**src/rtl/multicycle_controller.sv**
```systemverilog
`timescale 1ns/1ps
// Multicycle RV32 subset control FSM: Moore state decode plus combinational ALU/imm decode.
// Latency: lw 5, sw/R/I/jal 4, beq 3 cycles per instruction with memory always ready.
// Backpressure: mem_ready low holds FETCH/MEMREAD/MEMWRITE (MemWrite stays asserted).
module multicycle_controller #(
    parameter int unsigned USE_MEM_READY = 1
) (
    input  logic       clk,
    input  logic       rst_n,
    input  logic [6:0] op,
    input  logic [2:0] funct3,
    input  logic       funct7b5,
    input  logic       Zero,
    input  logic       mem_ready,
    output logic       PCWrite,
    output logic       AdrSrc,
    output logic       MemWrite,
    output logic       IRWrite,
    output logic       RegWrite,
    output logic [1:0] ResultSrc,
    output logic [1:0] ALUSrcA,
    output logic [1:0] ALUSrcB,
    output logic [1:0] ImmSrc,
    output logic [2:0] ALUControl,
    output logic       illegal,
    output logic [3:0] state
);

    typedef enum logic [3:0] {
        FETCH    = 4'd0,
        DECODE   = 4'd1,
        MEMADR   = 4'd2,
        MEMREAD  = 4'd3,
        MEMWB    = 4'd4,
        MEMWRITE = 4'd5,
        EXECUTER = 4'd6,
        ALUWB    = 4'd7,
        EXECUTEI = 4'd8,
        JAL      = 4'd9,
        BEQ      = 4'd10
    } state_t;

    localparam logic [6:0] OP_LOAD  = 7'b0000011;
    localparam logic [6:0] OP_STORE = 7'b0100011;
    localparam logic [6:0] OP_R     = 7'b0110011;
    localparam logic [6:0] OP_I     = 7'b0010011;
    localparam logic [6:0] OP_JAL   = 7'b1101111;
    localparam logic [6:0] OP_BEQ   = 7'b1100011;

    state_t     state_q, state_d;
    logic       mem_rdy;
    logic       pc_update;
    logic       branch;
    logic [1:0] alu_op;

    assign mem_rdy = (USE_MEM_READY != 0) ? mem_ready : 1'b1;
    assign state   = state_q;
    assign PCWrite = pc_update | (branch & Zero);

    always_ff @(posedge clk or negedge rst_n) begin
        if (!rst_n) state_q <= FETCH;
        else        state_q <= state_d;
    end

    always_comb begin
        state_d   = FETCH;
        pc_update = 1'b0;
        branch    = 1'b0;
        alu_op    = 2'b00;
        AdrSrc    = 1'b0;
        MemWrite  = 1'b0;
        IRWrite   = 1'b0;
        RegWrite  = 1'b0;
        ResultSrc = 2'b00;
        ALUSrcA   = 2'b00;
        ALUSrcB   = 2'b00;
        illegal   = 1'b0;
        case (state_q)
            FETCH: begin
                ALUSrcB   = 2'b10;
                ResultSrc = 2'b10;
                IRWrite   = mem_rdy;
                pc_update = mem_rdy;
                state_d   = mem_rdy ? DECODE : FETCH;
            end
            DECODE: begin
                ALUSrcA = 2'b01;
                ALUSrcB = 2'b01;
                case (op)
                    OP_LOAD, OP_STORE: state_d = MEMADR;
                    OP_R:              state_d = EXECUTER;
                    OP_I:              state_d = EXECUTEI;
                    OP_JAL:            state_d = JAL;
                    OP_BEQ:            state_d = BEQ;
                    default: begin
                        illegal = 1'b1;
                        state_d = FETCH;
                    end
                endcase
            end
            MEMADR: begin
                ALUSrcA = 2'b10;
                ALUSrcB = 2'b01;
                state_d = op[5] ? MEMWRITE : MEMREAD;
            end
            MEMREAD: begin
                AdrSrc  = 1'b1;
                state_d = mem_rdy ? MEMWB : MEMREAD;
            end
            MEMWB: begin
                ResultSrc = 2'b01;
                RegWrite  = 1'b1;
            end
            MEMWRITE: begin
                // strobe held through the stall so the memory sees a stable request
                AdrSrc   = 1'b1;
                MemWrite = 1'b1;
                state_d  = mem_rdy ? FETCH : MEMWRITE;
            end
            EXECUTER: begin
                ALUSrcA = 2'b10;
                alu_op  = 2'b10;
                state_d = ALUWB;
            end
            EXECUTEI: begin
                ALUSrcA = 2'b10;
                ALUSrcB = 2'b01;
                alu_op  = 2'b10;
                state_d = ALUWB;
            end
            ALUWB: RegWrite = 1'b1;
            JAL: begin
                ALUSrcA   = 2'b01;
                ALUSrcB   = 2'b10;
                pc_update = 1'b1;
                state_d   = ALUWB;
            end
            BEQ: begin
                ALUSrcA = 2'b10;
                alu_op  = 2'b01;
                branch  = 1'b1;
            end
            default: state_d = FETCH;
        endcase
    end

    always_comb begin
        case (op)
            OP_STORE: ImmSrc = 2'b01;
            OP_BEQ:   ImmSrc = 2'b10;
            OP_JAL:   ImmSrc = 2'b11;
            default:  ImmSrc = 2'b00;
        endcase
    end

    always_comb begin
        ALUControl = 3'b000;
        case (alu_op)
            2'b01: ALUControl = 3'b001;
            2'b10: begin
                case (funct3)
                    3'b000:  ALUControl = (op[5] & funct7b5) ? 3'b001 : 3'b000;
                    3'b010:  ALUControl = 3'b101;
                    3'b110:  ALUControl = 3'b011;
                    3'b111:  ALUControl = 3'b010;
                    default: ALUControl = 3'b000;
                endcase
            end
            default: ALUControl = 3'b000;
        endcase
    end

endmodule

```
**config.mk**
```make
export PLATFORM = sky130hd
export DESIGN_NAME = multicycle_controller
export DESIGN_NICKNAME = d
export VERILOG_FILES = /design/src/rtl/multicycle_controller.sv
export SDC_FILE = /design/constraint.sdc
export NUM_CORES = 1
export LEC_CHECK = 0
export CORE_ASPECT_RATIO = 1.1
export CORE_MARGIN = 3
export CORE_UTILIZATION = 37
export CTS_CLUSTER_SIZE = 40
export DETAILED_ROUTE_END_ITERATION = 12
export GPL_TIMING_DRIVEN = 0
export PLACE_DENSITY_LB_ADDON = 0.05
export SLEW_MARGIN = 0
export SYNTH_ARGS = -nofsm -noshare
export SYNTH_HDL_FRONTEND = slang
export SYNTH_SLANG_ARGS = --single-unit
```
**constraint.sdc**
```tcl
create_clock -name clk -period 2.5 [get_ports clk]
set_clock_uncertainty 0.15 [all_clocks]
set_input_delay 0.5 -clock clk [delete_from_list [all_inputs] [get_ports clk]]
set_output_delay 0.5 -clock clk [all_outputs]
set_load 0.1 [all_outputs]
```
==> After elaboration in Yosys (flattened, before gate mapping) <==
Index checks and enable logic that the tools add are counted.
{ "totals": {"register_bits": 4, "word_cells": 59, "input_bits": 15} }
{ "classes": {"bitwise": 3, "reduce_logical": 12, "eq_ne": 21, "mux": 22} }
{ "op_table": {"columns": ["op", "n"], "rows": [
  ["case mux 4 bit (6 select lines)", 1],
  ["case mux 4 bit (5 select lines)", 1],
  ["== test 4 x 3 -> 1 bit, second input constant", 4],
  ["case mux 2 bit (2 select lines)", 4],
  ["== test 7 x 6 -> 1 bit, second input constant", 2],
  ["== test 7 bit, second input constant", 2],
  ["== test 4 bit, second input constant", 3],
  ["case mux 3 bit (4 select lines)", 1],
  ["OR reduction 2 bit", 6],
  ["2-to-1 mux 1 bit", 9],
  ["2-to-1 mux 3 bit", 3],
  ["== test 4 x 2 -> 1 bit, second input constant", 2],
  ["== test 7 x 2 -> 1 bit, second input constant", 1],
  ["== test 7 x 5 -> 1 bit, second input constant", 1],
  ["== test 3 bit, second input constant", 2],
  ["case mux 2 bit (3 select lines)", 1],
  ["case mux 3 bit (2 select lines)", 1],
  ["OR reduction 3 bit", 2],
  ["OR reduction 6 bit", 1],
  ["== test 4 x 1 -> 1 bit, second input constant", 1],
  ["logical NOT 4 bit", 1],
  ["OR reduction 4 bit", 1],
  ["== test 3 x 2 -> 1 bit, second input constant", 1],
  ["logical NOT 3 bit", 1],
  ["other kinds (5)", 6]
]} }

==> Logic depth before layout (Yosys ltp) <==
Gate-level depths: netlist (run 1).
{ "logic_depth": {"ltp_word": 5, "mapped_depth": 8} }

==> Least setup slack after synthesis (run 1) <==
OpenSTA, ideal clock, no wires.
{ "synth_path": {"kind": "register to output", "start": "register state_q[1] (netlist: state[1])", "end": "output port IRWrite", "path_slack_ns": -3.241, "required_ns": 1.850, "arrival_ns": 5.091, "path_stages_with_launch": 4, "path_cell_list": "dfrtp_1 > buf_2 > nor4_1 > and2_1"} }
{ "synth_between": {"elab_chain_len": 2} }
{ "synth_lines": {"columns": ["item", "line_no", "rtl"], "rows": [
  ["start, declared", "50", "state_t state_q, state_d;"],
  ["start signal, assigned", "62", "else state_q <= state_d;"],
  ["logical NOT 4 bit", "78", "case (state_q)"],
  ["2-to-1 mux 1 bit", "78", null],
  ["end, declared", "18", "output logic IRWrite,"]
]} }
Every way passes these cells.

==> Worst setup path in the final report (run 1) <==
{ "layout_path": {"start": "register state_q[2] (netlist: state[2])", "end": "output port ALUControl[2]"} }
{ "layout_between": {"elab_chain_len": 5, "elab_cells_between_ends": 8, "classes_between": "eq/ne (5); mux (2); reduce/logical (1)"} }
{ "layout_lines": {"columns": ["item", "line_no", "rtl"], "rows": [
  ["== test 4 bit or == test 4 x 3 -> 1 bit (tied branches)", "78", null],
  ["OR reduction 2 bit (no source line)", null, null],
  ["case mux 2 bit (2 select lines) (*)", "78", null],
  ["== test 2 bit or == test 2 x 1 -> 1 bit (tied branches)", "158", "case (alu_op)"],
  ["case mux 3 bit (2 select lines) (*)", "158", null],
  ["end, declared", "24", "output logic [2:0] ALUControl,"]
]} }
Mark *: on every way between the ends. The rest lies on a longest branch, timed or not.

==> results of run 1 <==
[power by group]
part | internal, mW | leakage [nW] | switching (mW)
Combinational | 0.239 | 0.512 | 0.633
Sequential | 0.0792 | 0.0470 | 0.00894
Clock | 0.0536 | 0.0138 | 0.0249
Total | 0.372 | 0.573 | 0.667
[what timing repair did]
item	4_1_cts	5_1_grt
hold buffers	0	0
setup endpoints to repair	17	11
pin swaps	4	4
resized for setup	96	25
setup buffers	4	8
[synth_stat cells (2+ instances only)]
cell      n
a211oi_1  3
a21oi_1   4
a31oi_1   2
and3_1    2
buf_2     4
dfrtp_1   4
ha_1      2
inv_1     5
nand2_1   8
nand2b_1  7
nor2_1    9
nor2b_1   4
nor3_1    6
nor4_1    2
o311ai_1  2
xnor2_1   2
[final cells by class]
type	count	area [um^2]
Inverter	6	22.5
Sequential cell	4	115
Multi-Input combinational cell	72	651
Fill cell	47	87.6
Clock buffer	3	22.5
Buffer	6	80.1
Tap cell	16	20.0
Timing Repair Buffer	47	455
[routing by layer]
metal,part of all wire,up-vias
met4,0.043,0
met3,0.089,16
met2,0.51,69
met1,0.36,428
li1,-,416
met5,0,-
[cells by family (layout without fill, tap and decap cells)]
kind of cell	Yosys count	in the layout	synth area share
and+or+nand+nor	43	43	0.368
buffers and inverters	12	62	0.0885
xor gates and xnor gates	3	3	0.0432
AOI/OAI and AO/OA	23	23	0.278
adders and majority gates	3	3	0.0576
DFF	4	4	0.165
[worst min-delay path by stage]
stage               slack, ns  startpoint  endpoint  depth (start not counted)
floorplan                0.05       rst_n  state[0]                          0
global placement         0.56       rst_n  state[2]                          1
detailed placement       0.56       rst_n  state[0]                          1
CTS                      0.32       rst_n  state[0]                          1
global route             0.32       rst_n  state[0]                          1
finish                   0.32       rst_n  state[0]                          1
[per-stage QoR]
| stage | setup TNS (ns) | setup slack (ns) | hold slack, ns |
|---|---|---|---|
| 2_1_floorplan | -4.49 | -0.608 | 0.0544 |
| 3_3_place_gp | -8.61 | -0.998 | 0.558 |
| 3_5_place_dp | -8.97 | -0.996 | 0.564 |
| 4_1_cts | -0.245 | -0.168 | 0.319 |
| 5_1_grt | -1.16 | -0.180 | 0.321 |
| 6_report | -0.504 | -0.0902 | 0.324 |
[critical path, cell delays in order, from the launching register on]
cell and delay, ns:
dfrtp_4 0.47, buf_8 0.14, nor2_4 0.12, nand2_4 0.08, a21oi_4 0.18, ha_4 0.17
nand2_2 0.07, nor4_4 0.23, buf_6 0.26
==> impl_metrics.toml, run 1 <==
[run_status]
status = "finished, violations left"
violations = "negative setup slack"

[placed_design]
place_congestion = 0.785
dp_hpwl_um = 1480
post-place-cells = 139
port_buffers = 35
post_dp_cell_area_um2 = 1160

[worst_setup_path]
r2r_cells = 5
path_class = "register to primary output"
worstSetupEndpointType = "primary output"
cp-startpoint = "state[2]"
timing.rr.start = "state[1]"
rr_endpoint = "state[0]"
critPathCapture = "ALUControl[2]"
reg2reg_slack_ns = 0.62
cp-start-kind = "register"
critPathMaxFanout = 7
critPathArrivalTime_ns = 1.94
critPathRequiredTime_ns = 1.85

[die]
die_h_um = 48.5
die_area_um2 = 2170
io_pins = 36
row_count = 14
die_w_um = 44.7
core_area_um2 = 1450
initial_core_util = 0.418

[synth]
synth_area_per_cell_um2 = 6.91
netlist_instances = 88
syn_area_um2 = 608
synth_top_area_frac = 0.165
synth_warnings = 0
seq_area_frac_synth = 0.165
synth-seq-cells = 4
synthFlopType = "dfrtp_1"
syn_nets = 105
synth.area.top_cells = "dfrtp_1 (16%), nand2b_1 (7.2%), nor2_1 (5.6%), nor3_1 (4.9%), nand2_1 (4.9%)"
async_reset_ff_frac = 1.00
ys_types = 38
yosys.area.top_type = "dfrtp_1"
synth_edf_count = 0

[grt]
use_met1 = 0.202
grt_pass1_vias = 827
grt_pass1_wl_um = 3390
gr-total-overflow = 0
grt_max_degree = 11
grt_usage = 0.203
top_usage_layer = "met2"
grt_use_met3 = 0.0704
met2_usage = 0.361
grt_antenna_before_repair = 0

[final_layout]
layout_common_cells = "buf_4 (14), clkdlybuf4s50_1 (11), buf_6 (7), nand2b_1 (6), clkdlybuf4s15_2 (6)"
final_core_util = 0.940
finalInstanceArea_um2 = 1370
syn_to_final_growth_pct = 125
layout-drive-gt1-share = 0.543
diodes = 0
finalNonFillerCells = 154
final_common_cell = "buf_4"
largest_reg_flops = 4
nets = 157

[sta]
worst_pin_slew_ns = 0.979
max_freq_ghz = 0.386
hold_viol = 0
worst_slack_ns = -0.0902
setup_viol = 8
slew_violations = 0
slew-limit-headroom = 0.346
min_period_ns = 2.59
rsz0062_at_grt = "yes"
fin_crit_sh = 1.04

[routing]
drt_iter0_drc = 21
num_vias = 929
drc = 0
wl_per_cell_um = 18.7
ant_nets = 0
avgViaCountPerCell = 6.03
dr.pass1.iters = 4
wirelength_um = 2880

[clock_network]
cts_root_buffer = "clkbuf_4"
cts.clk_slew.worst_paths_ns = 0.04
worstSkewPairLatency_ns = 0.23
cts-htree-levels = 1
cts_buffers = 3
cts_tree = "yes"
cts_num_sinks = 4
clock_path_buffers = 2

[run]
cap_violations = 0

[power_and_ir_drop]
p_leak_nw = 0.573
ir_drop_v = 0.000581
total_power_mw = 1.04
powerDensity_nw_per_um2 = 760

[worst_hold_path]
hp-class = "primary input to asynchronous set/reset pin"
No activity file was read; power rests on OpenSTA's default activity.
==> run 2, diff against run 1 <==
--- a/config.mk
+++ b/config.mk
@@ -11,7 +11,7 @@
 export CTS_CLUSTER_SIZE = 40
 export DETAILED_ROUTE_END_ITERATION = 12
 export GPL_TIMING_DRIVEN = 0
-export PLACE_DENSITY_LB_ADDON = 0.05
+export PLACE_DENSITY = 0.79
 export SLEW_MARGIN = 0
 export SYNTH_ARGS = -nofsm -noshare
 export SYNTH_HDL_FRONTEND = slang
==> constraint.sdc (replaced) <==
create_clock -name clk -period 2.7 [get_ports clk]
set_clock_uncertainty 0.15 [all_clocks]
set_input_delay 0.54 -clock clk [delete_from_list [all_inputs] [get_ports clk]]
set_output_delay 0.54 -clock clk [all_outputs]
set_load 0.1 [all_outputs]
==> impl_metrics.toml, run 2 (same netlist as run 1, synthesis figures left out) <==
[run_status]
status = "finished, final reports clean"

[power_and_ir_drop]
ir_drop_v = 0.000564
pwr-share-comb = 0.828
powerDensity_nw_per_um2 = 702
power.switching_uw = 605
p_clk_frac = 0.085
p_int_uw = 327
switching_share = 0.649
pwr-share-seq = 0.088
p_leak_nw = 0.504

[routing]
wirelength_um = 2330
ant_nets = 0
num_vias = 856
wl_per_cell_um = 15.6
drc = 0
avgViaCountPerCell = 5.74
dr.pass1.iters = 4
drt_iter0_drc = 12

[die]
row_count = 14
die_area_um2 = 2170
core_area_um2 = 1450
die_h_um = 48.5
io_pins = 36
initial_core_util = 0.418
die_w_um = 44.7

[placed_design]
dp_hpwl_um = 1600
place_congestion = 0.764
port_buffers = 35
post_dp_cell_area_um2 = 1160
post-place-cells = 139
dp_slack_ns = -0.826

[final_layout]
final_core_util = 0.913
finalNonFillerCells = 149
layout-drive-gt1-share = 0.526
diodes = 0
finalInstanceArea_um2 = 1330
syn_to_final_growth_pct = 118
fill_cells = 60
layout_common_cells = "clkdlybuf4s50_1 (16), buf_4 (11), clkdlybuf4s15_2 (8), nand2b_1 (7)"
largest_reg_flops = 4
final_common_cell = "clkdlybuf4s50_1"
nets = 152

[sta]
slew_violations = 0
hold_viol = 0
worst_pin_slew_ns = 0.985
setup_viol = 0
slew-limit-headroom = 0.341
fin_crit_sh = 0.985
whs_ns = 0.349
rsz0062_at_grt = "yes"
worst_slack_ns = 0.0406
max_freq_ghz = 0.376
min_period_ns = 2.66

[worst_hold_path]
hp-class = "primary input to asynchronous set/reset pin"

[clock_network]
worstSkewPairLatency_ns = 0.24
cts_buffers = 3
clock_path_buffers = 2
cts-htree-levels = 1
postCtsHoldBufs = 0
cts_tree = "yes"
cts.clk_slew.worst_paths_ns = 0.04
cts_root_buffer = "clkbuf_4"
cts_num_sinks = 4

[worst_setup_path]
cp-start-kind = "register"
critPathMaxFanout = 8
critPathRequiredTime_ns = 2.01
path_class = "register to primary output"
critPathArrivalTime_ns = 1.97
worstSetupEndpointType = "primary output"

[run]
cap_violations = 0

[grt]
grt_max_degree = 11
grt_pass1_vias = 828
grt_usage = 0.207
grt_antenna_before_repair = 0
grt_pass1_wl_um = 3510
gr-total-overflow = 0
## run 2: cell types whose count changed in the layout (fill, tap and decap cells not counted), moves of 2 or more
cell	change
a211oi_2	-2
a211oi_4	+2
buf_12	-2
buf_2	-3
buf_4	-3
buf_6	-3
clkbuf_4	+2
clkdlybuf4s15_2	+2
clkdlybuf4s50_1	+5
dlygate4sd2_1	-5
nor2_1	-2
nor2_2	+2
## run 2: area by class of cell
type,instances,area [um^2],share of cell area
clock buffer,3,22.5,0.0170
buffer,6,67.6,0.0509
tap,16,20.0,0.0151
timing repair buffer,42,425,0.320
inverter,6,22.5,0.0170
multi-input combinational,72,654,0.493
sequential,4,115,0.0867
## run 2: routing by layer
metal  GRT usage  wire length, um  vias to the layer above
li1            -                -                      409
met1       0.227              827                      406
met2       0.373             1320                       39
met3      0.0444              157                        2
met4      0.0704               23                        0
met5           0                0                        -
## run 2: power by group through the flow
| stage | Combinational [mW] | Clock [mW] | Sequential (mW) |
|---|---|---|---|
| final | 0.771 | 0.0788 | 0.0817 |
| after global routing | 0.800 | 0.0919 | 0.0829 |
| after CTS | 0.751 | 0.0806 | 0.0813 |
| after detailed placement | 0.756 | 0 | 0.0822 |
| after global placement | 0.748 | 0 | 0.0814 |
| after floorplan | 0.541 | 0 | 0.140 |
## run 2: metrics by stage
stage          power [mW]  setup TNS (ns)
2_1_floorplan       0.681           -1.82
4_1_cts             0.913         -0.0654
6_report            0.932               0
5_1_grt             0.974          -0.140
3_5_place_dp        0.838           -6.73
3_3_place_gp        0.829           -6.31
## run 2: worst paths after layout
check	from	endpoint	slack, ns	cells past startpoint
max in group asynchronous	rst_n	state[0]	1.86	1
worst min-delay path	rst_n	state[1]	0.35	1
worst max-delay path	state[2]	ALUControl[2]	0.04	8
min in group clk	state[3]	state[1]	0.59	3
worst max register to register	state[0]	state[2]	0.86	5
worst min register to register	state[3]	state[1]	0.59	3
## run 2: worst max-delay path, stage by stage (launching register included)
cell	delay [ns]
dfrtp_4	0.47
buf_6	0.15
nor2_4	0.10
nand2_2	0.09
a21oi_4	0.21
ha_4	0.17
nand2_2	0.06
nor4_4	0.22
buf_6	0.26
## run 2: repair_timing
action,CTS,global route
gates resized for setup,78,25
setup buffers,0,7
endpoints found under the setup margin,17,7
pin swaps,0,6
